===== src/rtl/multicycle_controller_if.sv =====
// multicycle_controller_if: handshake and datapath-control bundle between sequencer and datapath
interface multicycle_controller_if #(parameter int COUNT_WIDTH = 16);
  logic                   start;
  logic [31:0]            instruction;
  logic                   memReady;
  logic                   zero;
  logic                   pcWrite;
  logic                   irWrite;
  logic [1:0]             ALUOp;
  logic                   ALUSrc;
  logic                   regWrite;
  logic                   memoryToRegister;
  logic                   memoryRead;
  logic                   memoryWrite;
  logic                   branchTaken;
  logic                   illegal;
  logic                   done;
  logic                   fault;
  logic [2:0]             state;
  logic [COUNT_WIDTH-1:0] retired;
  modport master(
    input  start, instruction, memReady, zero,
    output pcWrite, irWrite, ALUOp, ALUSrc, regWrite, memoryToRegister, memoryRead,
           memoryWrite, branchTaken, illegal, done, fault, state, retired
  );
  modport slave(
    output start, instruction, memReady, zero,
    input  pcWrite, irWrite, ALUOp, ALUSrc, regWrite, memoryToRegister, memoryRead,
           memoryWrite, branchTaken, illegal, done, fault, state, retired
  );
endinterface


===== src/rtl/multicycle_controller.sv =====
// multicycle_controller: fetch/decode/execute/memory/writeback sequencer with memory timeout and retire counter
module multicycle_controller #(
  parameter int TIMEOUT     = 15,
  parameter int COUNT_WIDTH = 16
) (
  input logic clock,
  input logic reset,
  multicycle_controller_if.master bus
);
  typedef enum logic [2:0] {IDLE, FETCH, DECODE, EXECUTE, MEMORY, WRITEBACK, HALT} state_t;
  typedef enum logic [2:0] {C_R, C_I, C_LW, C_SW, C_BEQ} cls_t;
  state_t                 r_state, w_next;
  cls_t                   r_cls, w_dec;
  logic [7:0]             r_wait;
  logic                   r_fault;
  logic [COUNT_WIDTH-1:0] r_retired;
  logic [6:0]             w_op;
  logic                   w_legal, w_ecall, w_tmo, w_retire, w_en;
  logic                   w_f, w_e, w_m, w_w, w_alu, w_beq, w_lw, w_sw, w_take;
  always_comb begin
    w_op    = bus.instruction[6:0];
    w_dec   = w_op == 7'b0110011 ? C_R  : w_op == 7'b0010011 ? C_I :
              w_op == 7'b0000011 ? C_LW : w_op == 7'b0100011 ? C_SW : C_BEQ;
    w_legal = w_op == 7'b0110011 || w_op == 7'b0010011 || w_op == 7'b0000011 ||
              w_op == 7'b0100011 || (w_op == 7'b1100011 && bus.instruction[14:12] == 3'b000);
    w_ecall = bus.instruction == 32'h0000_0073;
    w_tmo   = !bus.memReady && r_wait == 8'(TIMEOUT - 1);
    w_alu   = r_cls == C_R || r_cls == C_I;
    w_beq   = r_cls == C_BEQ;
    w_lw    = r_cls == C_LW;
    w_sw    = r_cls == C_SW;
    w_next  = IDLE;
    case (r_state)
      IDLE:      w_next = bus.start ? FETCH : IDLE;
      FETCH:     w_next = bus.memReady ? DECODE : w_tmo ? HALT : FETCH;
      DECODE:    w_next = w_legal ? EXECUTE : w_ecall ? HALT : FETCH;
      EXECUTE:   w_next = w_alu ? WRITEBACK : w_beq ? FETCH : MEMORY;
      MEMORY:    w_next = bus.memReady ? (w_lw ? WRITEBACK : FETCH) : w_tmo ? HALT : MEMORY;
      WRITEBACK: w_next = FETCH;
      HALT:      w_next = HALT;
      default:   w_next = IDLE;
    endcase
    w_retire = r_state == WRITEBACK || (r_state == MEMORY && w_sw && bus.memReady) ||
               (r_state == EXECUTE && w_beq);
  end
  always_ff @(posedge clock) begin
    if (reset) begin
      r_state   <= IDLE;
      r_cls     <= C_R;
      r_wait    <= '0;
      r_fault   <= 1'b0;
      r_retired <= '0;
    end else begin
      r_state <= w_next;
      if (r_state == DECODE) r_cls <= w_dec;
      r_wait <= ((r_state == FETCH || r_state == MEMORY) && w_next == r_state) ? r_wait + 8'd1 : 8'd0;
      if ((r_state == FETCH || r_state == MEMORY) && w_tmo) r_fault <= 1'b1;
      if (w_retire && !(&r_retired)) r_retired <= r_retired + COUNT_WIDTH'(1);
    end
  end
  // controls are masked while reset is held so nothing writes during the abort cycle
  assign w_en   = !reset;
  assign w_f    = r_state == FETCH;
  assign w_e    = r_state == EXECUTE;
  assign w_m    = r_state == MEMORY;
  assign w_w    = r_state == WRITEBACK;
  assign w_take = w_e && w_beq && bus.zero;
  assign bus.irWrite          = w_en && w_f && bus.memReady;
  assign bus.pcWrite          = w_en && ((w_f && bus.memReady) || w_take);
  assign bus.branchTaken      = w_en && w_take;
  assign bus.ALUOp            = !w_en || !w_e ? 2'b00 : w_alu ? 2'b10 : w_beq ? 2'b01 : 2'b00;
  assign bus.ALUSrc           = w_en && w_e && (r_cls == C_I || w_lw || w_sw);
  assign bus.regWrite         = w_en && w_w;
  assign bus.memoryToRegister = w_en && w_w && w_lw;
  assign bus.memoryRead       = w_en && (w_f || (w_m && w_lw));
  assign bus.memoryWrite      = w_en && w_m && w_sw;
  assign bus.illegal          = w_en && r_state == DECODE && !w_legal && !w_ecall;
  assign bus.done             = w_en && r_state == HALT;
  assign bus.fault            = r_fault;
  assign bus.state            = r_state;
  assign bus.retired          = r_retired;
endmodule


===== src/flat_wrapper.sv =====
// flat-port wrapper written by rule: the top's interface ports become plain ports
module multicycle_controller_flat 
#(
  parameter int TIMEOUT     = 15,
  parameter int COUNT_WIDTH = 16
)
  (clock, reset, bus_start, bus_instruction, bus_memReady, bus_zero, bus_pcWrite, bus_irWrite, bus_ALUOp, bus_ALUSrc, bus_regWrite, bus_memoryToRegister, bus_memoryRead, bus_memoryWrite, bus_branchTaken, bus_illegal, bus_done, bus_fault, bus_state, bus_retired);
  multicycle_controller_if #(.COUNT_WIDTH(COUNT_WIDTH)) bus_i ();
  input logic clock;
  input logic reset;
  input wire logic [$bits(bus_i.start)-1:0] bus_start;
  input wire logic [$bits(bus_i.instruction)-1:0] bus_instruction;
  input wire logic [$bits(bus_i.memReady)-1:0] bus_memReady;
  input wire logic [$bits(bus_i.zero)-1:0] bus_zero;
  output wire logic [$bits(bus_i.pcWrite)-1:0] bus_pcWrite;
  output wire logic [$bits(bus_i.irWrite)-1:0] bus_irWrite;
  output wire logic [$bits(bus_i.ALUOp)-1:0] bus_ALUOp;
  output wire logic [$bits(bus_i.ALUSrc)-1:0] bus_ALUSrc;
  output wire logic [$bits(bus_i.regWrite)-1:0] bus_regWrite;
  output wire logic [$bits(bus_i.memoryToRegister)-1:0] bus_memoryToRegister;
  output wire logic [$bits(bus_i.memoryRead)-1:0] bus_memoryRead;
  output wire logic [$bits(bus_i.memoryWrite)-1:0] bus_memoryWrite;
  output wire logic [$bits(bus_i.branchTaken)-1:0] bus_branchTaken;
  output wire logic [$bits(bus_i.illegal)-1:0] bus_illegal;
  output wire logic [$bits(bus_i.done)-1:0] bus_done;
  output wire logic [$bits(bus_i.fault)-1:0] bus_fault;
  output wire logic [$bits(bus_i.state)-1:0] bus_state;
  output wire logic [$bits(bus_i.retired)-1:0] bus_retired;
  assign bus_i.start = bus_start;
  assign bus_i.instruction = bus_instruction;
  assign bus_i.memReady = bus_memReady;
  assign bus_i.zero = bus_zero;
  assign bus_pcWrite = bus_i.pcWrite;
  assign bus_irWrite = bus_i.irWrite;
  assign bus_ALUOp = bus_i.ALUOp;
  assign bus_ALUSrc = bus_i.ALUSrc;
  assign bus_regWrite = bus_i.regWrite;
  assign bus_memoryToRegister = bus_i.memoryToRegister;
  assign bus_memoryRead = bus_i.memoryRead;
  assign bus_memoryWrite = bus_i.memoryWrite;
  assign bus_branchTaken = bus_i.branchTaken;
  assign bus_illegal = bus_i.illegal;
  assign bus_done = bus_i.done;
  assign bus_fault = bus_i.fault;
  assign bus_state = bus_i.state;
  assign bus_retired = bus_i.retired;
  multicycle_controller #(.TIMEOUT(TIMEOUT), .COUNT_WIDTH(COUNT_WIDTH)) u_core (.clock(clock), .reset(reset), .bus(bus_i));
endmodule

===== config.mk =====
export PLATFORM = sky130hd
export DESIGN_NAME = multicycle_controller_flat
export DESIGN_NICKNAME = d
export VERILOG_FILES = /design/src/rtl/multicycle_controller_if.sv /design/src/rtl/multicycle_controller.sv /design/src/flat_wrapper.sv
export SDC_FILE = /design/constraint.sdc
export NUM_CORES = 1
export LEC_CHECK = 0
export CAP_MARGIN = 0
export CORE_UTILIZATION = 47
export DETAILED_ROUTE_END_ITERATION = 8
export MAX_ROUTING_LAYER = met4
export PLACE_DENSITY = 0.86
export SYNTH_ARGS = -nofsm -noshare
export SYNTH_HDL_FRONTEND = slang
export SYNTH_SLANG_ARGS = --single-unit
export TNS_END_PERCENT = 100

===== constraint.sdc =====
create_clock -name clock -period 4.7 [get_ports clock]
set_input_delay 0.94 -clock clock [delete_from_list [all_inputs] [get_ports clock]]
set_output_delay 0.94 -clock clock [all_outputs]
set_load 0.05 [all_outputs]

==> After elaboration in Yosys (flattened, before gate mapping) <==
Index checks and enable logic that the tools add are counted.
{ "op_classes": {"add_sub_neg": 2, "eq_ne": 18, "n_mux": 18, "bitwise": 1, "n_reduce_logical": 50} }
{ "op_table": {"columns": ["operator", "count"], "rows": [
  ["$mux 3", 12],
  ["$eq 32x7->1 const B", 1],
  ["$logic_and 1x1->1", 26],
  ["$pmux 3 s7", 1],
  ["$add 16x1->16 const B", 1],
  ["$reduce_and 16->1", 1],
  ["$eq 7x6->1 const B", 2],
  ["$logic_or 1x1->1", 13],
  ["$eq 3x2->1 const B", 4],
  ["$eq 3x3->1 const B", 4],
  ["$logic_not 3->1", 3],
  ["$add 8x1->8 const B", 1],
  ["$eq 8x4->1 const B", 1],
  ["$eq 7x2->1 const B", 1],
  ["$eq 7x5->1 const B", 1],
  ["$eq 7x7->1 const B", 1],
  ["$eq 3x1->1 const B", 2],
  ["$logic_not 1->1", 6],
  ["$mux 2", 3],
  ["$eq 3x3->1", 1],
  ["$mux 1", 2],
  ["$reduce_or 2->1", 1],
  ["$not 1->1", 1]
]} }
{ "word_totals": {"reg_bits": 31, "inputBits": 37, "output_inout_bits": 32, "word_cells": 94} }

==> Logic depth before layout (Yosys ltp) <==
Gate-level depths: netlist of run 1.
{ "depth": {"ltp_word": 11, "ltp_mapped": 7, "mapped_depth_nobuf": 7} }

==> Worst setup path before layout of run 1 <==
Ideal clock, no wire load.
{ "synth_path": {"path_kind": "input to output", "start": "input reset", "end": "output bus_pcWrite", "arrival_time_ns": 3.229, "path_slack_ns": 0.531, "path_stages": 6, "cell_sequence": "buf_6 -> inv_1 -> nand2_1 -> nor3_1 -> and2_1 -> or2_2"} }
{ "synth_between": {"elab_chain_len": 2} }
{ "synth_lines": {"columns": ["item", "line_no", "source"], "rows": [
  ["start, declared", "flat_wrapper.sv:10", "input logic reset;"],
  ["$logic_not 1->1", "multicycle_controller.sv:62", "assign w_en = !reset;"],
  ["$logic_and 1x1->1", "multicycle_controller.sv:69", "assign bus.pcWrite = w_en && ((w_f && bus.memReady) || w_take);"],
  ["end, declared", "flat_wrapper.sv:15", "output wire logic [$bits(bus_i.pcWrite)-1:0] bus_pcWrite;"]
]} }
Every way passes these cells.

==> Worst setup path after layout of run 1 <==
{ "layout_path": {"start": "input bus_instruction[5]", "end": "output bus_illegal"} }
{ "layout_between": {"elab_chain_len": 8} }
{ "layout_lines": {"columns": ["item", "line_no", "source"], "rows": [
  ["start, declared", "flat_wrapper.sv:12", "input wire logic [$bits(bus_i.instruction)-1:0] bus_instruction;"],
  ["$eq 7x6->1 / $eq 7x5->1 (equally long branches)", "multicycle_controller.sv:24", "w_legal = w_op == 7'b0110011 || w_op == 7'b0010011 || w_op == 7'b0000011 ||"],
  ["$logic_or 1x1->1 (3 in a row)", "multicycle_controller.sv:24", null],
  ["$logic_or 1x1->1", "multicycle_controller.sv:25", "w_op == 7'b0100011 || (w_op == 7'b1100011 && bus.instruction[14:12] == 3'b000);"],
  ["$logic_not 1->1", "multicycle_controller.sv:77", "assign bus.illegal = w_en && r_state == DECODE && !w_legal && !w_ecall;"],
  ["$logic_and 1x1->1", "multicycle_controller.sv:77", null],
  ["$logic_and 1x1->1 (*)", "multicycle_controller.sv:77", null],
  ["end, declared", "flat_wrapper.sv:24", "output wire logic [$bits(bus_i.illegal)-1:0] bus_illegal;"]
]} }
Mark *: on every way between the ends. The rest lies on a longest branch, timed or not.

==> out/metrics.cfg, run 1 <==
[sta]
finalSetupViolations=0
max_freq_mhz=241
max_slew_margin_pct=56.6
fin_crit_ns=4.15
tns_ns=0
slew_viol_final=0
post-route-period-util_pct=88.4
skew_ns=0.00459
worstMarginPinSlew_ns=0.635
fin_ws_ns=0.545
hold_viol_final=0
rsz0062_at_grt=false

[final_layout]
utilization_pct=70.3
final_common_cell=clkdlybuf4s50_1
layout-drive-gt1-share_pct=7.24
fin_nets=329
num_antenna_cells=0
areaGrowthSynthToFinish_pct=41.8
layout_common_cells=68 x clkdlybuf4s50_1, 31 x dfxtp_1, 28 x nor2_1

[pwr]
p_total_mw=0.549
p_int_mw=0.407
p_per_area_nw_per_um2=212
combPwrFrac_pct=13.4
p_sw_mw=0.142
p_sw_share_pct=25.8
power.leakage_nw=0.827
power.share.clock_pct=37.3
sequentialPowerShare_pct=49.3
peakVddDrop_uv=124

[route]
ant_nets=0
dr_total_vias=1922
wl_per_cell_um=13.3
routed_wl_um=4500
drc_errors=0
drt_first_iter_violations=103
first_pass_iters=4
drt-vias-per-instance=5.69

[clock_tree]
cts_sinks=31
clockBufferDepth=2
postCtsHoldBufs=0
cts.clk_slew.worst_paths_ns=0.07
numCtsBuffers=5
worst_skew_pair.late_latency_ns=0.29
root_buffer=clkbuf_8
cts_setup_buffers=0
cts_tree=built
cts_max_level=2
cts_resized=0

[global_routing]
grt_max_degree=26
track_usage_pct=24.4
antenna_found_initial=0
grt_pass1_vias=1811
grt_pass1_wl_um=7700
grt-ovfl-total=0

[setup_path]
worstPathRequired_ns=3.76
critPathKind=in2out
critPathLaunchType=primary input
arrival_ns=3.21
path_max_fanout=4
end_kind=output pin

[placed_design]
gp_congestion=0.917
dp_hpwl_um=3470
port-buffer-count=68
dp_worst_setup_slack_ns=0.555

[synth]
synth_area_leader_cell=dfxtp_1
synth-async-reset-ratio_pct=0
synth_seq_cells=31
netlist.area_leader.share_pct=33.9
synth_area_um2=1830
ys_seq_area_share_pct=33.9
ys_warn_count=0
syn-num-nets=261
syn_area_per_cell_um2=8.27
netlist-cell-type-count=52
yosys-top-cells-area=dfxtp_1 34%, nor2_1 5.7%, nand2_1 4.1%
synth_edf_count=0
ys.flop_type=dfxtp_1
syn_inst=221

[floorplan]
initial_utilization_pct=49.6
core-area_um2=3690
die_y_um=64.4
fp-row-count=22
chipWidth_um=64.4
io_pins=69
dieArea_um2=4140

[min_path]
hold_class=reg2reg

[outcome]
outcome=finished, final reports clean

[run]
maxCapViolations=0

==> kinds of logic (layout without fill, tap and decap cells) <==
group | after synthesis | count (layout) | synth area share, %
AO/OA/AOI/OAI | 43 | 43 | 15.9
buffers and inverters | 12 | 81 | 4.59
XOR/XNOR | 9 | 9 | 4.31
multiplexers | 5 | 5 | 2.94
flip-flops | 31 | 31 | 33.9
adder cells (fa/ha/maj) | 3 | 3 | 2.05
AND/OR/NAND/NOR | 118 | 118 | 36.3
==> layer usage <==
metal	vias to the layer above	share of wire [%]	wire length [µm]	GRT usage, %
met5	-	0	0	-
met4	0	2.4	110	10.6
met3	10	6.2	278	5.18
met2	77	47	2130	39.1
met1	879	44	1980	29.5
li1	956	-	-	-
==> flip-flops by register name, indices dropped and copies added, names as in the netlist <==
signal              flops
u_core.r_cls            3
u_core.bus.retired     16
u_core.bus.state        3
u_core.r_wait           8
u_core.bus.fault        1
==> power by group through the flow <==
stage	sequential [mW]	combinational, mW	clock, mW
after global placement	0.276	0.0731	0
after detailed placement	0.276	0.0737	0
final	0.270	0.0735	0.205
after global routing	0.271	0.0791	0.219
after CTS	0.270	0.0738	0.210
after floorplan	0.278	0.0338	0
==> Yosys cell counts, types with 3 or more instances <==
master	count
o31ai_1	3
buf_6	3
nor3_1	6
xnor2_1	3
inv_1	4
a2111oi_0	3
nor4_1	9
ha_1	3
nand2_1	20
dfxtp_1	31
and2_1	4
nand2b_1	5
nor2_1	28
or4_1	3
or3_1	6
a21oi_1	13
o21ai_0	8
nand4_1	4
a211oi_1	3
xor2_1	6
a31oi_1	3
nand3_1	10
nor2b_1	5
==> path summary, 6_finish.rpt <==
kind,cells after the start,start,slack [ns],to
hold / removal,1,u_core.r_wait[0],0.48,u_core.r_wait[0]
hold reg to reg,1,u_core.r_wait[0],0.48,u_core.r_wait[0]
setup reg to reg,5,u_core.bus.state[0],2.37,u_core.bus.retired[9]
setup / recovery,6,bus_instruction[5],0.55,bus_illegal
==> per-stage QoR <==
step           hold slack, ns  cells  instance area, µm²
2_1_floorplan           0.441    221                1830
3_3_place_gp            0.461    330                2510
3_5_place_dp            0.465    330                2510
4_1_cts                 0.482    338                2590
5_1_grt                 0.514    338                2590
6_report                0.477    338                2590
==> worst max-delay path, stage by stage <==
cell	delay [ns]
clkdlybuf4s50_1	0.50
nor4b_1	0.38
nand4_1	0.14
nor3_1	0.40
nor4_1	0.13
clkdlybuf4s50_1	0.73
==> cell type report <==
type,instances,area [µm²]
clock buffers,5,68.8
inverters,4,15.0
repair buffers,69,688
well taps,48,60.1
flip-flops and latches,31,621
fillers,312,1100
multi-input cells,178,1120
clock inverters,3,15.0
Note: power is estimated with default switching activity, not from simulation.
==> inputs of run 2 (changes only) <==
- CORE_UTILIZATION: 47 -> 40
- PLACE_DENSITY: 0.86 -> 0.78
- clock period: 4.7 -> 3.6 ns (I/O delays scaled with it)
==> out/metrics.cfg, run 2 (synthesis gave the netlist of run 1 again) <==
[route]
drt-vias-per-instance=5.67  ; -0.35%
wl_per_cell_um=13.8  ; +3.4%
first_pass_iters=4  ; unchanged
dr_total_vias=1938  ; +0.83%
ant_nets=0  ; unchanged
drc_errors=0  ; unchanged
routed_wl_um=4710  ; +4.6%
drt_first_iter_violations=81  ; -21%

[global_routing]
antenna_found_initial=0  ; unchanged
grt_max_degree=24  ; -7.7%
grt_pass1_wl_um=8180  ; +6.2%
grt_pass1_vias=1810  ; -0.055%
grt-ovfl-total=0  ; unchanged
track_usage_pct=21.4  ; -3.1 points

[clock_tree]
postCtsHoldBufs=0  ; unchanged
cts_resized=0  ; unchanged
worst_skew_pair.late_latency_ns=0.28  ; about the same
numCtsBuffers=5  ; unchanged
cts_setup_buffers=0  ; unchanged
cts_tree=built
cts_max_level=2  ; unchanged
root_buffer=clkbuf_8
cts_sinks=31  ; unchanged
clockBufferDepth=2  ; unchanged
cts.clk_slew.worst_paths_ns=0.06  ; about the same

[pwr]
peakVddDrop_uv=149  ; +20%
power.share.clock_pct=36.6  ; -0.7 points
sequentialPowerShare_pct=49.4  ; about the same
p_sw_mw=0.178  ; +26%
p_sw_share_pct=24.9  ; -0.91 points
combPwrFrac_pct=14.0  ; +0.6 points
p_int_mw=0.537  ; +32%
p_per_area_nw_per_um2=266  ; +25%
power.leakage_nw=0.874  ; +5.6%

[sta]
post-route-period-util_pct=87.7
fin_crit_ns=3.16
rsz0062_at_grt=false
max_slew_margin_pct=57.2  ; +0.64 points
worstMarginPinSlew_ns=0.626  ; -0.00943 ns
skew_ns=0.00623  ; +0.00164 ns
hold_viol_final=0  ; unchanged
hold_ws_ns=0.478  ; +0.00114 ns
max_freq_mhz=317
tns_ns=0  ; unchanged
finalSetupViolations=0  ; unchanged
slew_viol_final=0  ; unchanged

[placed_design]
gp_congestion=0.912  ; -0.47%
dp_hpwl_um=3660  ; +5.3%
dp_cells=334  ; +1.2%
port-buffer-count=68  ; unchanged

[floorplan]
io_pins=69  ; unchanged
core-area_um2=4380  ; +19%
initial_utilization_pct=41.7  ; -7.9 points
fp-row-count=24  ; +9.1%
die_y_um=69.6  ; +8.1%
chipWidth_um=69.6  ; +8.1%
dieArea_um2=4840  ; +17%

[setup_path]
end_kind=output pin
critPathLaunchType=primary input
cp-endpoint=bus_illegal
rr_endpoint=u_core.bus.retired[9]
r2r_setup_slack_ns=1.27  ; -1.10 ns
worstPathRequired_ns=2.88  ; -0.88 ns
r2r_cells=5  ; unchanged
worstReg2RegStart=u_core.bus.state[0]
path_max_fanout=4  ; unchanged
critPathKind=in2out
arrival_ns=2.44  ; -0.77 ns
crit_path_start=bus_instruction[0]

[final_layout]
num_antenna_cells=0  ; unchanged
areaGrowthSynthToFinish_pct=47.4
layout-drive-gt1-share_pct=11.0  ; +3.8 points
fin_nets=329  ; unchanged
largest_reg_flops=16  ; unchanged
fin_cells=342  ; +1.2%
utilization_pct=61.4  ; -8.8 points
layout_common_cells=56 x clkdlybuf4s50_1, 31 x dfxtp_1, 28 x nor2_1
final_common_cell=clkdlybuf4s50_1

[run]
maxCapViolations=0  ; unchanged

[outcome]
outcome=finished, final reports clean

[min_path]
hold_class=reg2reg

-- run 2: cell types whose count changed in the layout (fill, tap and decap cells not counted) --
cell             change
clkdlybuf4s50_1     -12
buf_12              +10
clkinv_2             -2
clkbuf_1             +2
nor3_2               +1
buf_4                +2
nor3_1               -1
-- run 2: worst min path at each step --
| stage | start | end | depth (start not counted) |
|---|---|---|---|
| floorplan | u_core.r_wait[0] | u_core.r_wait[0] | 1 |
| global placement | u_core.r_wait[0] | u_core.r_wait[0] | 1 |
| detailed placement | u_core.r_wait[0] | u_core.r_wait[0] | 1 |
| CTS | u_core.r_wait[0] | u_core.r_wait[0] | 1 |
| global route | u_core.r_wait[0] | u_core.r_wait[0] | 1 |
| finish | u_core.r_wait[0] | u_core.r_wait[0] | 1 |
-- run 2: final cells by class --
cell class	instances	area (µm²)
multi-input cells	178	1130
fillers	375	1690
inverters	4	15.0
flip-flops and latches	31	621
repair buffers	69	783
clock buffers	7	76.3
well taps	52	65.1
clock inverters	1	5.00
-- run 2: through the flow --
| step | instance area, µm² | total power [mW] | worst slack [ns] |
|---|---|---|---|
| global placement | 2610 | 0.460 | 0.585 |
| floorplan | 1830 | 0.407 | 0.159 |
| CTS | 2690 | 0.724 | 0.453 |
| detailed placement | 2610 | 0.461 | 0.449 |
| global route | 2690 | 0.745 | 0.298 |
| finish | 2690 | 0.715 | 0.441 |
-- run 2: worst max-delay path, stage by stage --
cell and delay, ns:
clkdlybuf4s50_1 0.45, nor4bb_1 0.43, nand4_1 0.14, nor3_1 0.37, nor4_1 0.11, buf_4 0.21
-- run 2: metal layers --
| layer | share of wire [%] | up-vias | wire (µm) | global-route usage, % |
|---|---|---|---|---|
| li1 | - | 952 | - | - |
| met1 | 46 | 917 | 2190 | 27.4 |
| met2 | 48 | 63 | 2240 | 33.4 |
| met3 | 4.8 | 6 | 224 | 4.22 |
| met4 | 1.2 | 0 | 55 | 7.48 |
| met5 | 0 | - | 0 | - |
-- run 2: power by group through the flow --
stage          registers [mW]  logic [mW]  clock network (mW)
2_1_floorplan           0.362      0.0444                   0
3_3_place_gp            0.361      0.0988                   0
3_5_place_dp            0.361       0.100                   0
4_1_cts                 0.353       0.100               0.271
5_1_grt                 0.353       0.108               0.284
6_report                0.353       0.100               0.262
==> inputs of run 3 (changes only) <==
- CELL_PAD_IN_SITES_DETAIL_PLACEMENT: not set -> 1
- CELL_PAD_IN_SITES_GLOBAL_PLACEMENT: not set -> 2
- CORE_UTILIZATION: 40 -> 22
- PLACE_DENSITY: 0.78 -> 0.77
- TNS_END_PERCENT: 100 -> not set
==> out/metrics.cfg, run 3 (synthesis gave the netlist of run 1 again) <==
[outcome]
outcome=finished, final reports clean

[floorplan]
dieArea_um2=8680  ; +79%
initial_utilization_pct=23.2  ; -19 points
io_pins=69  ; unchanged
fp-row-count=32  ; +33%
chipWidth_um=93.2  ; +34%
core-area_um2=7890  ; +80%
die_y_um=93.2  ; +34%

[pwr]
p_total_mw=0.723  ; +1.1%
peakVddDrop_uv=104  ; -30%
power.leakage_nw=0.883  ; +1.1%
p_per_area_nw_per_um2=260  ; -1.9%

[sta]
max_slew_margin_pct=56.4  ; -0.77 points
skew_ns=0.00746  ; +0.00123 ns
fin_crit_ns=2.99  ; -0.169 ns
finalSetupViolations=0  ; unchanged
rsz0062_at_grt=false
post-route-period-util_pct=83.1  ; -4.7 points
tns_ns=0  ; unchanged
slew_viol_final=0  ; unchanged
hold_viol_final=0  ; unchanged
fin_ws_ns=0.610  ; +0.169 ns
worstMarginPinSlew_ns=0.637  ; +0.0113 ns
max_freq_mhz=334  ; +5.6%

[placed_design]
gp_congestion=0.777  ; -15%
port-buffer-count=68  ; unchanged
dp_worst_setup_slack_ns=0.570  ; +0.122 ns
dp_hpwl_um=4250  ; +16%

[setup_path]
critPathLaunchType=primary input
arrival_ns=2.27  ; -0.17 ns
critPathKind=in2out
r2r_setup_slack_ns=1.29  ; +0.02 ns
cp_slowest_cell=clkdlybuf4s50_1
end_kind=output pin
worstPathRequired_ns=2.88  ; about the same
cpPeakStageDelay_ns=0.49  ; +0.04 ns
crit_chain=clkdlybuf4s50_1, nor2_1, and3_1, nor3b_1, buf_12
path_max_fanout=5  ; +1

[clock_tree]
worst_skew_pair.late_latency_ns=0.28  ; about the same
numCtsBuffers=5  ; unchanged
root_buffer=clkbuf_8
cts_setup_buffers=0  ; unchanged
clockBufferDepth=2  ; unchanged
cts.clk_slew.worst_paths_ns=0.07  ; about the same
cts_sinks=31  ; unchanged
postCtsHoldBufs=0  ; unchanged
cts_max_level=2  ; unchanged
cts_resized=0  ; unchanged
cts_tree=built

[final_layout]
fin_nets=331  ; +0.61%
areaGrowthSynthToFinish_pct=51.8
final_common_cell=clkdlybuf4s50_1
utilization_pct=35.2  ; -26 points
layout_common_cells=56 x clkdlybuf4s50_1, 31 x dfxtp_1, 28 x nor2_1
num_antenna_cells=0  ; unchanged
layout-drive-gt1-share_pct=12.0  ; +0.95 points
largest_reg_flops=16  ; unchanged

[route]
first_pass_iters=4  ; unchanged
routed_wl_um=5320  ; +13%
wl_per_cell_um=13.5  ; -2.0%
dr_total_vias=1926  ; -0.62%
drt-vias-per-instance=4.89  ; -14%
drc_errors=0  ; unchanged
ant_nets=0  ; unchanged
drt_first_iter_violations=82  ; +1.2%

[global_routing]
grt-ovfl-total=0  ; unchanged
grt_pass1_wl_um=9080  ; +11%
grt_pass1_vias=1902  ; +5.1%
antenna_found_initial=0  ; unchanged
grt_max_degree=26  ; +8.3%
track_usage_pct=13.4  ; -8.0 points

[min_path]
hold_class=reg2reg

[run]
maxCapViolations=0  ; unchanged

run 3: per-stage QoR:
step	instances	hold slack (ns)	area, µm²
after floorplan	221	0.441	1830
final	394	0.481	2780
after global routing	394	0.535	2780
after CTS	394	0.486	2780
after detailed placement	386	0.466	2690
after global placement	386	0.468	2690
run 3: routing by layer:
metal / up-vias / GRT usage, % / wire, µm
met2: 46 / 21.8 / 2460
met4: 0 / 3.85 / 73
li1: 960 / - / -
met3: 6 / 2.85 / 221
met5: - / - / 0
met1: 914 / 16.7 / 2570
run 3: cell type report:
type                       instances  area [µm²]
clock buffer                       6        72.6
multi-input combinational        178        1130
clock inverter                     2        12.5
inverter                           4        15.0
tap                              102         128
fill                             934        5110
timing repair buffer              71         798
sequential                        31         621
run 3: critical path, delay by kind of cell:
| family | cells | cell delay [ns] |
|---|---|---|
| buffers and inverters | 2 | 0.68 |
| AND/OR/NAND/NOR | 3 | 0.87 |
run 3: worst paths after layout:
path                       start                     to  cells after the start
max                        reset   bus_memoryToRegister                      5
min reg2reg     u_core.bus.fault       u_core.bus.fault                      2
max reg2reg  u_core.bus.state[0]  u_core.bus.retired[9]                      5
min             u_core.bus.fault       u_core.bus.fault                      2
run 3: report_power, final:
group,leakage (nW),switching [mW],total (mW),internal [mW]
clock,0.0412,0.133,0.268,0.135
combinational,0.592,0.0447,0.101,0.0567
sequential,0.250,0.00762,0.353,0.346
total,0.883,0.186,0.723,0.537
